<file path="src/rtl/mmio_bus_ctrl_if.sv">
// mmio_bus_ctrl_if: cpu memory-port bundle between the cpu and mmio_bus_ctrl.
//   mem_cmd    : 2'b00 NONE, 2'b01 READ, 2'b10 WRITE, 2'b11 illegal (cpu -> ctrl)
//   mem_addr   : 9-bit word address (cpu -> ctrl)
//   write_data : 16-bit write data (cpu -> ctrl)
//   read_data  : 16-bit read data, always driven (ctrl -> cpu)
//   bus_ready  : one-cycle completion pulse (ctrl -> cpu)
//   bus_err    : sticky unmapped/illegal access flag (ctrl -> cpu)
interface mmio_bus_ctrl_if;
  logic [1:0]  mem_cmd;
  logic [8:0]  mem_addr;
  logic [15:0] write_data;
  logic [15:0] read_data;
  logic        bus_ready;
  logic        bus_err;

  modport master (
    output mem_cmd,
    output mem_addr,
    output write_data,
    input  read_data,
    input  bus_ready,
    input  bus_err
  );

  modport slave (
    input  mem_cmd,
    input  mem_addr,
    input  write_data,
    output read_data,
    output bus_ready,
    output bus_err
  );
endinterface

</file>
<file path="src/rtl/mmio_bus_ctrl.sv">
// mmio_bus_ctrl: memory-mapped bus controller between the cpu memory port and the
// 256x16 synchronous RAM, slide switches, LED register and HEX display register.
// Each accepted request gets exactly one RESP cycle with bus_ready=1; read data is
// muxed from registered sources only, so read_data has a single driver at all times.
//   i_clk       : rising-edge clock
//   i_rst_n     : asynchronous active-low reset
//   bus         : cpu port (mmio_bus_ctrl_if.slave)
//   o_ram_addr  : RAM address (combinational from mem_addr)
//   o_ram_write : RAM write enable
//   o_ram_din   : RAM write data (combinational from write_data)
//   i_ram_dout  : RAM registered read data
//   i_sw        : raw asynchronous switches
//   o_led       : LED register
//   o_hex_value : HEX display register
module mmio_bus_ctrl #(
  parameter int unsigned RAM_AW   = 8,
  parameter logic [8:0]  LED_ADDR = 9'h100,
  parameter logic [8:0]  HEX_ADDR = 9'h120,
  parameter logic [8:0]  SW_ADDR  = 9'h140,
  parameter logic [8:0]  CNT_ADDR = 9'h180
) (
  input  logic              i_clk,
  input  logic              i_rst_n,
  mmio_bus_ctrl_if.slave    bus,
  output logic [RAM_AW-1:0] o_ram_addr,
  output logic              o_ram_write,
  output logic [15:0]       o_ram_din,
  input  logic [15:0]       i_ram_dout,
  input  logic [7:0]        i_sw,
  output logic [7:0]        o_led,
  output logic [15:0]       o_hex_value
);

  typedef enum logic {StIdle, StResp} state_e;
  typedef enum logic [1:0] {SelZero, SelRam, SelIo} sel_e;

  localparam logic [1:0] CmdRead  = 2'b01;
  localparam logic [1:0] CmdWrite = 2'b10;

  state_e      r_state;
  state_e      w_state_next;
  sel_e        r_sel;
  logic [15:0] r_io_rdata;
  logic [15:0] r_cnt;
  logic [7:0]  r_sw_meta;
  logic [7:0]  r_sw_sync;
  logic [7:0]  r_led;
  logic [15:0] r_hex;
  logic        r_err;

  logic        w_accept;
  logic        w_cmd_rd;
  logic        w_cmd_wr;
  logic        w_hit_ram;
  logic        w_hit_led;
  logic        w_hit_hex;
  logic        w_hit_sw;
  logic        w_hit_cnt;
  logic        w_mapped;
  logic        w_ok;
  logic        w_bad;
  logic [15:0] w_io_rdata;
  logic [15:0] w_read_data;
  logic        w_bus_ready;

  // Decode
  assign w_cmd_rd  = (bus.mem_cmd == CmdRead);
  assign w_cmd_wr  = (bus.mem_cmd == CmdWrite);
  assign w_hit_ram = ~bus.mem_addr[8];
  assign w_hit_led = (bus.mem_addr == LED_ADDR);
  assign w_hit_hex = (bus.mem_addr == HEX_ADDR);
  assign w_hit_sw  = (bus.mem_addr == SW_ADDR);
  assign w_hit_cnt = (bus.mem_addr == CNT_ADDR);
  assign w_mapped  = w_hit_ram | w_hit_led | w_hit_hex | w_hit_sw | w_hit_cnt;

  // Any non-NONE command in IDLE is accepted, including illegal/unmapped ones,
  // so the cpu always sees a bus_ready pulse and never stalls.
  assign w_accept = (r_state == StIdle) && (bus.mem_cmd != 2'b00);
  assign w_ok     = w_accept && (w_cmd_rd || w_cmd_wr) && w_mapped;
  assign w_bad    = w_accept && !((w_cmd_rd || w_cmd_wr) && w_mapped);

  // RAM port
  assign o_ram_addr  = bus.mem_addr[RAM_AW-1:0];
  assign o_ram_din   = bus.write_data;
  assign o_ram_write = w_ok && w_cmd_wr && w_hit_ram;

  // I/O read source, captured at the acceptance edge
  always_comb begin
    w_io_rdata = 16'h0000;
    if (w_hit_led) begin
      w_io_rdata = {8'h00, r_led};
    end else if (w_hit_hex) begin
      w_io_rdata = r_hex;
    end else if (w_hit_sw) begin
      w_io_rdata = {8'h00, r_sw_sync};
    end else if (w_hit_cnt) begin
      w_io_rdata = r_cnt;
    end
  end

  // FSM state register
  always_ff @(posedge i_clk or negedge i_rst_n) begin
    if (!i_rst_n) begin
      r_state <= StIdle;
    end else begin
      r_state <= w_state_next;
    end
  end

  // FSM next state and response outputs
  always_comb begin
    w_state_next = r_state;
    w_bus_ready  = 1'b0;
    w_read_data  = 16'h0000;
    unique case (r_state)
      StIdle: begin
        if (w_accept) begin
          w_state_next = StResp;
        end
      end
      StResp: begin
        w_state_next = StIdle;
        w_bus_ready  = 1'b1;
        unique case (r_sel)
          SelRam:  w_read_data = i_ram_dout;
          SelIo:   w_read_data = r_io_rdata;
          default: w_read_data = 16'h0000;
        endcase
      end
      default: w_state_next = StIdle;
    endcase
  end

  // Datapath registers
  always_ff @(posedge i_clk or negedge i_rst_n) begin
    if (!i_rst_n) begin
      r_sel      <= SelZero;
      r_io_rdata <= 16'h0000;
      r_cnt      <= 16'h0000;
      r_sw_meta  <= 8'h00;
      r_sw_sync  <= 8'h00;
      r_led      <= 8'h00;
      r_hex      <= 16'h0000;
      r_err      <= 1'b0;
    end else begin
      r_sw_meta <= i_sw;
      r_sw_sync <= r_sw_meta;

      // Clear wins over the free-running increment
      if (w_ok && w_cmd_wr && w_hit_cnt) begin
        r_cnt <= 16'h0000;
      end else begin
        r_cnt <= r_cnt + 16'd1;
      end

      if (w_bad) begin
        r_err <= 1'b1;
      end

      if (w_accept) begin
        r_sel      <= SelZero;
        r_io_rdata <= 16'h0000;
        if (w_ok && w_cmd_rd) begin
          if (w_hit_ram) begin
            r_sel <= SelRam;
          end else begin
            r_sel      <= SelIo;
            r_io_rdata <= w_io_rdata;
          end
        end
        if (w_ok && w_cmd_wr) begin
          if (w_hit_led) begin
            r_led <= bus.write_data[7:0];
          end
          if (w_hit_hex) begin
            r_hex <= bus.write_data;
          end
        end
      end
    end
  end

  assign bus.read_data = w_read_data;
  assign bus.bus_ready = w_bus_ready;
  assign bus.bus_err   = r_err;
  assign o_led         = r_led;
  assign o_hex_value   = r_hex;

endmodule
</file>
<file path="src/flat_wrapper.sv">
// flat-port wrapper written by rule: the top's interface ports become plain ports
module mmio_bus_ctrl_flat 
#(
  parameter int unsigned RAM_AW   = 8,
  parameter logic [8:0]  LED_ADDR = 9'h100,
  parameter logic [8:0]  HEX_ADDR = 9'h120,
  parameter logic [8:0]  SW_ADDR  = 9'h140,
  parameter logic [8:0]  CNT_ADDR = 9'h180
)
  (i_clk, i_rst_n, o_ram_addr, o_ram_write, o_ram_din, i_ram_dout, i_sw, o_led, o_hex_value, bus_mem_cmd, bus_mem_addr, bus_write_data, bus_read_data, bus_bus_ready, bus_bus_err);
  mmio_bus_ctrl_if bus_i ();
  input  logic i_clk;
  input  logic i_rst_n;
  output logic [RAM_AW-1:0] o_ram_addr;
  output logic o_ram_write;
  output logic [15:0] o_ram_din;
  input  logic [15:0] i_ram_dout;
  input  logic [7:0] i_sw;
  output logic [7:0] o_led;
  output logic [15:0] o_hex_value;
  input wire logic [$bits(bus_i.mem_cmd)-1:0] bus_mem_cmd;
  input wire logic [$bits(bus_i.mem_addr)-1:0] bus_mem_addr;
  input wire logic [$bits(bus_i.write_data)-1:0] bus_write_data;
  output wire logic [$bits(bus_i.read_data)-1:0] bus_read_data;
  output wire logic [$bits(bus_i.bus_ready)-1:0] bus_bus_ready;
  output wire logic [$bits(bus_i.bus_err)-1:0] bus_bus_err;
  assign bus_i.mem_cmd = bus_mem_cmd;
  assign bus_i.mem_addr = bus_mem_addr;
  assign bus_i.write_data = bus_write_data;
  assign bus_read_data = bus_i.read_data;
  assign bus_bus_ready = bus_i.bus_ready;
  assign bus_bus_err = bus_i.bus_err;
  mmio_bus_ctrl #(.RAM_AW(RAM_AW), .LED_ADDR(LED_ADDR), .HEX_ADDR(HEX_ADDR), .SW_ADDR(SW_ADDR), .CNT_ADDR(CNT_ADDR)) u_core (.i_clk(i_clk), .i_rst_n(i_rst_n), .bus(bus_i), .o_ram_addr(o_ram_addr), .o_ram_write(o_ram_write), .o_ram_din(o_ram_din), .i_ram_dout(i_ram_dout), .i_sw(i_sw), .o_led(o_led), .o_hex_value(o_hex_value));
endmodule
</file>
<file path="config.mk">
export PLATFORM = sky130hd
export DESIGN_NAME = mmio_bus_ctrl_flat
export DESIGN_NICKNAME = d
export VERILOG_FILES = /design/src/rtl/mmio_bus_ctrl_if.sv /design/src/rtl/mmio_bus_ctrl.sv /design/src/flat_wrapper.sv
export SDC_FILE = /design/constraint.sdc
export NUM_CORES = 1
export LEC_CHECK = 0
export ABC_AREA = 1
export BUFFER_PORTS_ARGS = -buffer_cell sky130_fd_sc_hd__buf_2
export CORE_MARGIN = 10
export CORE_UTILIZATION = 52
export DETAILED_ROUTE_END_ITERATION = 12
export PLACE_DENSITY = 0.8
export SLEW_MARGIN = 20
export SYNTH_ARGS = -nofsm -noshare
export SYNTH_HDL_FRONTEND = slang
export SYNTH_SLANG_ARGS = --single-unit
export TNS_END_PERCENT = 5
</file>
<file path="constraint.sdc">
create_clock -name i_clk -period 2.15 [get_ports i_clk]
set_input_delay 0.43 -clock i_clk [delete_from_list [all_inputs] [get_ports i_clk]]
set_output_delay 0.43 -clock i_clk [all_outputs]
set_load 0.02 [all_outputs]
</file>
Word-level counts from Yosys, hierarchy flattened
Cells that the tools add are included.
{ "totals": {"output_inout_bits": 67, "in_bits": 53, "word_cells": 52, "ff_bits": 76} }
{ "classes": {"add_sub_neg": 1, "n_reduce_logical": 14, "eq_ne": 8, "n_mux": 14, "bitwise": 6} }
{ "ops": {"columns": ["op", "n"], "rows": [
  ["$mux 16", 8],
  ["$eq 9x9->1 const B", 4],
  ["$pmux 16 s2", 1],
  ["$add 16x1->16 const B", 1],
  ["$logic_and 1x1->1", 9],
  ["$reduce_and 3->1", 2],
  ["$eq 2x1->1 const B", 2],
  ["$eq 2x2->1 const B", 2],
  ["$mux 2", 2],
  ["$or 1x1->1", 4],
  ["$mux 1", 2],
  ["$not 1->1", 2],
  ["$pmux 1 s2", 1],
  ["$reduce_bool 2->1", 1],
  ["$logic_not 1->1", 1],
  ["$logic_or 1x1->1", 1]
]} }

Longest topological paths before layout
Gate-level depths: netlist (run 1).
{ "logic_depth": {"word_depth": 9, "depth_mapped": 10, "depth_no_buf": 9} }

Worst setup path before layout (run 1)
OpenSTA, ideal clock, no wires.
{ "synth_path": {"path_type": "input-to-output", "from": "input port bus_mem_cmd[0]", "to": "output port o_ram_write", "t_arrival_ns": 1.676, "stages": 8, "slack_ns": 0.044, "required_time_ns": 1.720, "cell_sequence": "inv_1 -> ha_1 -> nor2_2 -> nand2_1 -> a21oi_4 -> buf_4 -> nand2_1 -> nor2_1"} }
{ "synth_via": {"elab_chain_cells": 6, "elab_cells_between_ends": 9} }
{ "synth_lines": {"columns": ["item", "line_no", "source"], "rows": [
  ["start, declared", "flat_wrapper.sv:21", "input wire logic [$bits(bus_i.mem_cmd)-1:0] bus_mem_cmd;"],
  ["$eq 2x1->1 (tied with other cells)", "mmio_bus_ctrl.sv:67", "assign w_cmd_rd = (bus.mem_cmd == CmdRead);"],
  ["$logic_or 1x1->1 or $logic_and 1x1->1 (tied branches)", "mmio_bus_ctrl.sv:79, mmio_bus_ctrl.sv:78", null],
  ["$logic_and 1x1->1 (2 in a row)", "mmio_bus_ctrl.sv:79", "assign w_ok = w_accept && (w_cmd_rd || w_cmd_wr) && w_mapped;"],
  ["$logic_and 1x1->1 * (2 in a row)", "mmio_bus_ctrl.sv:85", "assign o_ram_write = w_ok && w_cmd_wr && w_hit_ram;"],
  ["end, declared", "flat_wrapper.sv:15", "output logic o_ram_write;"]
]} }
Mark *: on every way between the ends. The rest lies on a longest branch, timed or not.

Worst setup path after layout (run 1)
{ "layout_path": {"from": "register u_core.r_sel[0]", "to": "output port bus_read_data[13]"} }
{ "layout_via": {"elab_chain_cells": 3, "elab_cells_between_ends": 4} }
{ "layout_lines": {"columns": ["item", "line_no", "source"], "rows": [
  ["start, declared", "mmio_bus_ctrl.sv:42", "sel_e r_sel;"],
  ["start signal, assigned", "mmio_bus_ctrl.sv:137", "r_sel <= SelZero;"],
  ["start signal, assigned", "mmio_bus_ctrl.sv:161", "r_sel <= SelZero;"],
  ["start signal, assigned", "mmio_bus_ctrl.sv:165", "r_sel <= SelRam;"],
  ["$eq 2x2->1 or $eq 2x1->1 (tied branches)", "mmio_bus_ctrl.sv:124", "unique case (r_sel)"],
  ["$pmux 16 s2 *", "mmio_bus_ctrl.sv:124", null],
  ["$mux 16 *", "mmio_bus_ctrl.sv:115", "unique case (r_state)"],
  ["end, declared", "flat_wrapper.sv:24", "output wire logic [$bits(bus_i.read_data)-1:0] bus_read_data;"]
]} }
Marked as above.

==> impl_metrics.xml, run 1 <==
<?xml version="1.0" encoding="UTF-8"?>
<metrics>
  <group name="status">
    <metric name="run_status" unit="">finished, final reports clean</metric>
  </group>
  <group name="cts">
    <metric name="tritoncts_num_sinks" unit="">76</metric>
    <metric name="clock_latency" unit="ns">0.35</metric>
    <metric name="h-tree-depth" unit="">3</metric>
    <metric name="tritoncts.num_buffers" unit="">9</metric>
    <metric name="cts.hold.buffers_added" unit="">0</metric>
    <metric name="cts_tree" unit="">done</metric>
    <metric name="clk_path_buf_depth" unit="">2</metric>
    <metric name="clk_transition_reported_paths" unit="ns">0.08</metric>
    <metric name="clockRootBuffer" unit="">clkbuf_8</metric>
  </group>
  <group name="finish">
    <metric name="stdcell_area" unit="um^2">4890</metric>
    <metric name="final_core_util" unit="%">63.28</metric>
    <metric name="final_layout_size_suffix_gt1_share" unit="%">25.97</metric>
    <metric name="final_cells" unit="">745</metric>
    <metric name="nets" unit="">698</metric>
    <metric name="antenna_cells_inserted" unit="">0</metric>
    <metric name="synthToLayoutAreaGrowth" unit="%">18.21</metric>
  </group>
  <group name="power">
    <metric name="report.power.total" unit="W">0.003109</metric>
    <metric name="netSwitchingPower" unit="W">0.0008402</metric>
    <metric name="power.static_leakage" unit="nW">2.849</metric>
    <metric name="internal_power" unit="W">0.002269</metric>
    <metric name="sequential_share_of_power" unit="%">50.6</metric>
    <metric name="max-vdd-ir-drop" unit="V">0.0004294</metric>
    <metric name="powerDensity" unit="nW/um^2">635.8</metric>
    <metric name="clockPowerShare" unit="%">37.0</metric>
    <metric name="swShare" unit="%">27.03</metric>
    <metric name="comb_power_share" unit="%">12.4</metric>
  </group>
  <group name="global_routing">
    <metric name="groute.usage.overall" unit="%">17.66</metric>
    <metric name="antenna_found_initial" unit="">0</metric>
    <metric name="first_global_vias" unit="">3674</metric>
    <metric name="grt_pass1_wl" unit="um">17200</metric>
    <metric name="globalRoute.totalOverflow" unit="">0</metric>
    <metric name="grt_max_degree" unit="">77</metric>
  </group>
  <group name="critical_path">
    <metric name="path_cells" unit="">inv_1 -&gt; ha_2 -&gt; inv_1 -&gt; nand2_4 -&gt; a21oi_1 -&gt; buf_2</metric>
    <metric name="required" unit="ns">1.72</metric>
    <metric name="worstRegToRegCells" unit="">8</metric>
    <metric name="crit_path_depth" unit="">6</metric>
    <metric name="library_cell_appearing_most_often_on_the_critical_path" unit="">inv_1</metric>
    <metric name="crit-reg2reg-launch" unit="">u_core.r_cnt[0]</metric>
    <metric name="timing.reg2reg.setup_slack" unit="ns">0.39</metric>
    <metric name="critical_path.max_fanout" unit="">16</metric>
    <metric name="setup.worst_path.class" unit="">flop to output port</metric>
    <metric name="path_buf_inv" unit="">3</metric>
    <metric name="data_arrival_time_of_the_worst_path" unit="ns">1.66</metric>
    <metric name="worst_setup_path_end_kind" unit="">output port</metric>
    <metric name="worst_setup_path_endpoint" unit="">bus_read_data[13]</metric>
    <metric name="critPathLaunchType" unit="">flop</metric>
    <metric name="slowest_stage" unit="">dfrtp_1</metric>
    <metric name="timing.rr.end" unit="">u_core.r_cnt[14]</metric>
    <metric name="timing.critical_path.max_delay_family" unit="">flip-flops</metric>
    <metric name="setup.worst_path.start" unit="">u_core.r_sel[0]</metric>
    <metric name="critical-path-max-stage-delay" unit="ns">0.39</metric>
  </group>
  <group name="die">
    <metric name="die_height" unit="um">109.2</metric>
    <metric name="core" unit="um^2">7727</metric>
    <metric name="die_w" unit="um">109.2</metric>
    <metric name="floorplan.initialDensity" unit="%">53.53</metric>
    <metric name="ioPinCount" unit="">120</metric>
    <metric name="core.rowCount" unit="">32</metric>
    <metric name="fp.dieArea" unit="um^2">11920</metric>
  </group>
  <group name="timing">
    <metric name="fin_ws" unit="ns">0.05702</metric>
    <metric name="finalClockSkew" unit="ns">0.01591</metric>
    <metric name="transition_time_at_the_pin_with_the_least_slew_margin" unit="ns">0.4876</metric>
    <metric name="clock.fmax" unit="GHz">0.4778</metric>
    <metric name="fin_crit_sh" unit="%">97.35</metric>
    <metric name="grt_setup_unrepaired" unit="">yes</metric>
    <metric name="slew_violations" unit="">0</metric>
    <metric name="slew_headroom" unit="%">67.45</metric>
    <metric name="hold_violations" unit="">0</metric>
    <metric name="period_needed" unit="ns">2.093</metric>
    <metric name="finalSetupViolCount" unit="">0</metric>
  </group>
  <group name="placement">
    <metric name="placement.cell_area" unit="um^2">4643</metric>
    <metric name="portBuffers" unit="">119</metric>
    <metric name="placer_congestion" unit="">0.9022</metric>
    <metric name="dpl.hpwl" unit="um">8406</metric>
    <metric name="dpl_worst_slack" unit="ns">0.1771</metric>
    <metric name="placedCellCount" unit="">730</metric>
  </group>
  <group name="detailed_routing">
    <metric name="routed-via-count" unit="">3785</metric>
    <metric name="detailedRoute.firstPassIterationCount" unit="">5</metric>
    <metric name="drt_iter0_drc" unit="">264</metric>
    <metric name="avgViaCountPerCell" unit="">5.081</metric>
    <metric name="routedWlPerCell" unit="um">14.63</metric>
    <metric name="detail_route.drc_violations" unit="">0</metric>
    <metric name="route.antenna.remaining_nets" unit="">0</metric>
    <metric name="totalWireLength" unit="um">10900</metric>
  </group>
  <group name="synth">
    <metric name="synth.most_common_cell" unit="">nand2_1</metric>
    <metric name="synth_cell_count_leaders" unit="">nand2_1 (201), dfrtp_1 (76), inv_1 (49)</metric>
    <metric name="yosysTopAreaCell" unit="">dfrtp_1</metric>
    <metric name="synth.distinct_cells" unit="">28</metric>
    <metric name="synthFlopType" unit="">dfrtp_1</metric>
    <metric name="synth-edff-count" unit="">0</metric>
    <metric name="synth_fp_nets" unit="">604</metric>
    <metric name="yosys_register_bits" unit="">76</metric>
    <metric name="post_synth_instance_area" unit="um^2">4136</metric>
    <metric name="syn-mean-instance-area" unit="um^2">7.590</metric>
    <metric name="synth.top_cells.by_area" unit="">dfrtp_1 (46%), nand2_1 (18%), buf_4 (4.9%)</metric>
    <metric name="area_fraction_of_the_dominant_cell_type_after_synthesis" unit="%">45.98</metric>
    <metric name="share_of_async_settable_or_async_resettable_flops_after_synthesis" unit="%">100.0</metric>
    <metric name="syn_inst" unit="">545</metric>
    <metric name="synth-seq-area-share" unit="%">45.98</metric>
    <metric name="syn_warnings" unit="">0</metric>
  </group>
  <group name="hold_path">
    <metric name="holdCritPathClass" unit="">primary input to async pin</metric>
  </group>
  <group name="flow_run">
    <metric name="cap_violations" unit="">0</metric>
  </group>
</metrics>
## worst min-delay path by stage
stage	start	to
after floorplan	i_rst_n	u_core.bus.bus_err
after global placement	u_core.r_sw_meta[4]	u_core.r_sw_sync[4]
after detailed placement	u_core.r_sw_meta[1]	u_core.r_sw_sync[1]
after CTS	i_rst_n	u_core.r_cnt[3]
after global routing	i_rst_n	u_core.r_sw_meta[6]
final	i_rst_n	u_core.r_cnt[9]
## metrics by stage
| step | setup TNS (ns) | hold slack [ns] |
|---|---|---|
| after floorplan | 0 | 0.1344 |
| after global placement | 0 | 0.3334 |
| after detailed placement | 0 | 0.3347 |
| after CTS | 0 | 0.1159 |
| after global routing | -0.1419 | 0.1371 |
| final | 0 | 0.1102 |
## placed cells by master, fill, tap and decap left out, drive strengths merged
| cell | Yosys | final |
|---|---|---|
| o21ai | 11 | 11 |
| nand3 | 35 | 35 |
| o2bb2ai | 1 | 1 |
| inv | 55 | 55 |
| clkbuf | 9 | 10 |
| bufinv | 0 | 2 |
| buf | 35 | 127 |
| nand2 | 205 | 205 |
| clkinv | 2 | 4 |
| nor3 | 6 | 6 |
| or2 | 1 | 1 |
| nor2 | 46 | 46 |
| dfrtp | 76 | 76 |
| ha | 6 | 6 |
| xor2 | 10 | 10 |
| a21oi | 18 | 18 |
| clkinvlp | 0 | 1 |
| and2 | 1 | 1 |
| nand4 | 28 | 28 |
## metal layers
| layer | up-vias | track usage (%) | wire length [um] |
|---|---|---|---|
| met5 | - | 0 | 0 |
| met4 | 0 | 7.435 | 219 |
| met3 | 23 | 5.074 | 970 |
| met2 | 154 | 30.21 | 5354 |
| met1 | 1736 | 20.26 | 4359 |
| li1 | 1872 | - | - |
## cell type report
type	count	area [um^2]
sequential	76	1902
clock buffer	10	127.6
fill	674	2838
timing repair buffer	127	693.2
tap	102	127.6
inverter	57	214.0
clock inverter	5	77.57
multi-input combinational	368	1748
## power by group through the flow
stage          clock, W  sequential [W]  combinational, W
3_3_place_gp          0         0.00159          0.000366
2_1_floorplan         0         0.00158          0.000257
4_1_cts         0.00117         0.00157          0.000387
5_1_grt         0.00123         0.00158          0.000439
3_5_place_dp          0         0.00159          0.000382
6_report        0.00115         0.00157          0.000385
## flip-flops by register name, indices dropped and copies added, names as in the netlist
register and cells:
u_core.r_sel 2, u_core.o_hex_value 16, u_core.o_led 8, u_core.r_sw_sync 8, u_core.r_cnt 16, u_core.r_sw_meta 8, u_core.r_state 1, u_core.r_io_rdata 16
u_core.bus.bus_err 1
## cell families after synthesis
logic type / count (synthesis) / share of synthesized area, %
buf+inv: 101 / 12.16
flops: 76 / 45.98
xor+xnor: 10 / 2.117
simple gates: 322 / 33.85
compound gates: 30 / 4.084
fa+ha+maj: 6 / 1.815
## timing repair
action | CTS | global route
setup endpoints to repair | 16 | 16
gates resized for setup | 3 | 12
setup buffers | 0 | 0
No activity file was read; power rests on OpenSTA's default activity.
==> run 2, diff against run 1 <==
--- a/config.mk
+++ b/config.mk
@@ -5,10 +5,9 @@
 export SDC_FILE = /design/constraint.sdc
 export NUM_CORES = 1
 export LEC_CHECK = 0
-export ABC_AREA = 1
 export BUFFER_PORTS_ARGS = -buffer_cell sky130_fd_sc_hd__buf_2
 export CORE_MARGIN = 10
-export CORE_UTILIZATION = 52
+export CORE_UTILIZATION = 51
 export DETAILED_ROUTE_END_ITERATION = 12
 export PLACE_DENSITY = 0.8
 export SLEW_MARGIN = 20
==> run 2 against run 1 <==
- synthesized area fell by 10%
- cell count decreased by 27%
- hold slack lost 0.030 ns
- utilization decreased by 0.42 points
- critical path depth decreased by 1
- critical path type unchanged
- highest routed layer unchanged
- critical endpoint is now o_ram_write
- combinational power increased by 4%
- register-to-register slack got worse by 0.16 ns
- synthesized cell count decreased by 36%
- setup slack improved by 0.025 ns
==> impl_metrics.xml, run 2 <==
<?xml version="1.0" encoding="UTF-8"?>
<metrics>
  <group name="synth">
    <metric name="post_synth_instance_area" unit="um^2">3719</metric>
    <metric name="area_fraction_of_the_dominant_cell_type_after_synthesis" unit="%">51.14</metric>
    <metric name="synth.most_common_cell" unit="">dfrtp_1</metric>
    <metric name="synth.top_cells.by_area" unit="">dfrtp_1 (51%), mux2_2 (6.4%), buf_4 (5.0%)</metric>
    <metric name="synthFlopType" unit="">dfrtp_1</metric>
    <metric name="synth.distinct_cells" unit="">41</metric>
    <metric name="share_of_async_settable_or_async_resettable_flops_after_synthesis" unit="%">100.0</metric>
    <metric name="synth-seq-area-share" unit="%">51.14</metric>
    <metric name="syn_warnings" unit="">0</metric>
    <metric name="yosysTopAreaCell" unit="">dfrtp_1</metric>
    <metric name="synth_cell_count_leaders" unit="">dfrtp_1 (76), nor2_1 (40), buf_4 (25)</metric>
    <metric name="synth_fp_nets" unit="">407</metric>
    <metric name="syn-mean-instance-area" unit="um^2">10.69</metric>
    <metric name="yosys_register_bits" unit="">76</metric>
    <metric name="syn_inst" unit="">348</metric>
    <metric name="synth-edff-count" unit="">0</metric>
  </group>
  <group name="critical_path">
    <metric name="worstRegToRegCells" unit="">4</metric>
    <metric name="timing.reg2reg.setup_slack" unit="ns">0.23</metric>
    <metric name="timing.critical_path.max_delay_family" unit="">simple AND/OR/NAND/NOR gates</metric>
    <metric name="setup.worst_path.start" unit="">u_core.r_state</metric>
    <metric name="path_cells" unit="">or2_2 -&gt; clkinvlp_4 -&gt; nand2_1 -&gt; nor2_1 -&gt; buf_2</metric>
    <metric name="timing.rr.end" unit="">u_core.r_io_rdata[2]</metric>
    <metric name="critical-path-max-stage-delay" unit="ns">0.42</metric>
    <metric name="worst_setup_path_end_kind" unit="">output port</metric>
    <metric name="crit-reg2reg-launch" unit="">u_core.r_state</metric>
    <metric name="critical_path.max_fanout" unit="">7</metric>
    <metric name="required" unit="ns">1.72</metric>
    <metric name="critPathLaunchType" unit="">flop</metric>
    <metric name="data_arrival_time_of_the_worst_path" unit="ns">1.64</metric>
    <metric name="slowest_stage" unit="">dfrtp_1</metric>
    <metric name="setup.worst_path.class" unit="">flop to output port</metric>
    <metric name="path_buf_inv" unit="">2</metric>
  </group>
  <group name="timing">
    <metric name="transition_time_at_the_pin_with_the_least_slew_margin" unit="ns">0.5922</metric>
    <metric name="hold_violations" unit="">0</metric>
    <metric name="slew_headroom" unit="%">60.48</metric>
    <metric name="finalSetupTns" unit="ns">0</metric>
    <metric name="fin_crit_sh" unit="%">96.21</metric>
    <metric name="fin_ws" unit="ns">0.08153</metric>
    <metric name="finalClockSkew" unit="ns">0.01164</metric>
    <metric name="slew_violations" unit="">0</metric>
    <metric name="clock.fmax" unit="GHz">0.4834</metric>
    <metric name="finalSetupViolCount" unit="">0</metric>
    <metric name="period_needed" unit="ns">2.068</metric>
  </group>
  <group name="finish">
    <metric name="mostFrequentLayoutCell" unit="">buf_2</metric>
    <metric name="fill_cells" unit="">546</metric>
    <metric name="final_layout_size_suffix_gt1_share" unit="%">38.93</metric>
    <metric name="final_core_util" unit="%">62.86</metric>
    <metric name="seq_area" unit="um^2">1902</metric>
    <metric name="highest_count_cells_in_the_layout_ignoring_fill_and_taps" unit="">buf_2 (118), dfrtp_1 (76), nor2_1 (40)</metric>
    <metric name="stdcell_area" unit="um^2">4511</metric>
    <metric name="multi_input_area" unit="um^2">1508</metric>
    <metric name="nets" unit="">501</metric>
    <metric name="antenna_cells_inserted" unit="">0</metric>
    <metric name="synthToLayoutAreaGrowth" unit="%">21.30</metric>
  </group>
  <group name="cts">
    <metric name="cts.hold.buffers_added" unit="">0</metric>
    <metric name="clk_path_buf_depth" unit="">2</metric>
    <metric name="clockRootBuffer" unit="">clkbuf_8</metric>
    <metric name="h-tree-depth" unit="">3</metric>
    <metric name="clock_latency" unit="ns">0.34</metric>
    <metric name="cts_tree" unit="">done</metric>
    <metric name="tritoncts_num_sinks" unit="">76</metric>
    <metric name="clk_transition_reported_paths" unit="ns">0.08</metric>
    <metric name="tritoncts.num_buffers" unit="">9</metric>
    <metric name="cts_setup_buffers" unit="">0</metric>
  </group>
  <group name="status">
    <metric name="run_status" unit="">finished, final reports clean</metric>
  </group>
  <group name="die">
    <metric name="die_height" unit="um">105.4</metric>
    <metric name="floorplan.initialDensity" unit="%">51.82</metric>
    <metric name="core.rowCount" unit="">31</metric>
    <metric name="core" unit="um^2">7176</metric>
    <metric name="fp.dieArea" unit="um^2">11110</metric>
    <metric name="ioPinCount" unit="">120</metric>
    <metric name="die_w" unit="um">105.4</metric>
  </group>
  <group name="power">
    <metric name="powerDensity" unit="nW/um^2">730.0</metric>
    <metric name="max-vdd-ir-drop" unit="V">0.0004425</metric>
    <metric name="report.power.total" unit="W">0.003293</metric>
    <metric name="power.static_leakage" unit="nW">2.253</metric>
  </group>
  <group name="placement">
    <metric name="placer_congestion" unit="">0.8060</metric>
    <metric name="dpl_worst_slack" unit="ns">-0.05134</metric>
    <metric name="portBuffers" unit="">119</metric>
    <metric name="placement.cell_area" unit="um^2">4237</metric>
    <metric name="dpl.hpwl" unit="um">7171</metric>
  </group>
  <group name="detailed_routing">
    <metric name="detail_route.drc_violations" unit="">0</metric>
    <metric name="route.antenna.remaining_nets" unit="">0</metric>
    <metric name="totalWireLength" unit="um">9290</metric>
    <metric name="drt_iter0_drc" unit="">226</metric>
    <metric name="avgViaCountPerCell" unit="">5.286</metric>
    <metric name="routedWlPerCell" unit="um">17.01</metric>
    <metric name="routed-via-count" unit="">2886</metric>
    <metric name="detailedRoute.firstPassIterationCount" unit="">5</metric>
  </group>
  <group name="global_routing">
    <metric name="first_global_vias" unit="">3037</metric>
    <metric name="globalRoute.totalOverflow" unit="">0</metric>
    <metric name="antenna_found_initial" unit="">0</metric>
    <metric name="grt_pass1_wl" unit="um">15460</metric>
    <metric name="grt_max_degree" unit="">46</metric>
    <metric name="groute.usage.overall" unit="%">16.97</metric>
  </group>
  <group name="hold_path">
    <metric name="holdCritPathClass" unit="">primary input to async pin</metric>
  </group>
  <group name="flow_run">
    <metric name="cap_violations" unit="">0</metric>
  </group>
</metrics>
## run 2: worst max-delay path by stage
| stage | slack, ns | to | depth (start not counted) |
|---|---|---|---|
| finish | 0.08 | o_ram_write | 5 |
| detailed placement | -0.05 | u_core.r_io_rdata[3] | 7 |
| CTS | 0.05 | o_ram_write | 5 |
| floorplan | 0.24 | u_core.r_io_rdata[0] | 7 |
| global route | -0.003 | o_ram_write | 5 |
| global placement | 0.06 | u_core.r_io_rdata[2] | 7 |
## run 2: cells by family after synthesis
kind of cell | after synthesis | share of synthesized area, %
flip-flops | 76 | 51.14
adder cells (fa/ha/maj) | 6 | 2.019
AO/OA/AOI/OAI | 65 | 12.18
AND/OR/NAND/NOR | 106 | 15.48
multiplexers | 24 | 7.268
buffers and inverters | 58 | 8.849
XOR/XNOR | 13 | 3.062
## run 2: cell type report
| cell class | count | area share [%] |
|---|---|---|
| timing repair buffer | 127 | 14.87 |
| clock buffer | 12 | 3.440 |
| clock inverter | 4 | 2.108 |
| inverter | 14 | 1.248 |
| sequential | 76 | 42.16 |
| tap | 99 | 2.746 |
| multi-input combinational | 214 | 33.43 |
## run 2: layer usage
| layer | part of all wire (%) | up-vias | GRT usage (%) |
|---|---|---|---|
| met4 | 2.2 | 0 | 7.059 |
| met1 | 42 | 1395 | 20.23 |
| li1 | - | 1384 | - |
| met2 | 50 | 91 | 28.09 |
| met5 | 0 | - | 0 |
| met3 | 6.4 | 16 | 4.933 |
## run 2: through the flow
stage	hold slack [ns]	instances
2_1_floorplan	0.1344	348
3_3_place_gp	0.3316	530
3_5_place_dp	0.3347	530
4_1_cts	0.09549	546
5_1_grt	0.1205	546
6_report	0.08052	546
## run 2: where the power goes
group | switching (W) | internal (W)
Combinational | 0.000251 | 0.000149
Clock | 0.000500 | 0.000833
Sequential | 0.0000585 | 0.00150
## run 2: repair_timing
action | in CTS | in global routing
setup endpoints to repair | 16 | 6
gates resized for setup | 3 | 2
endpoints found under the hold margin | 0 | 0
gates cloned | 0 | 0
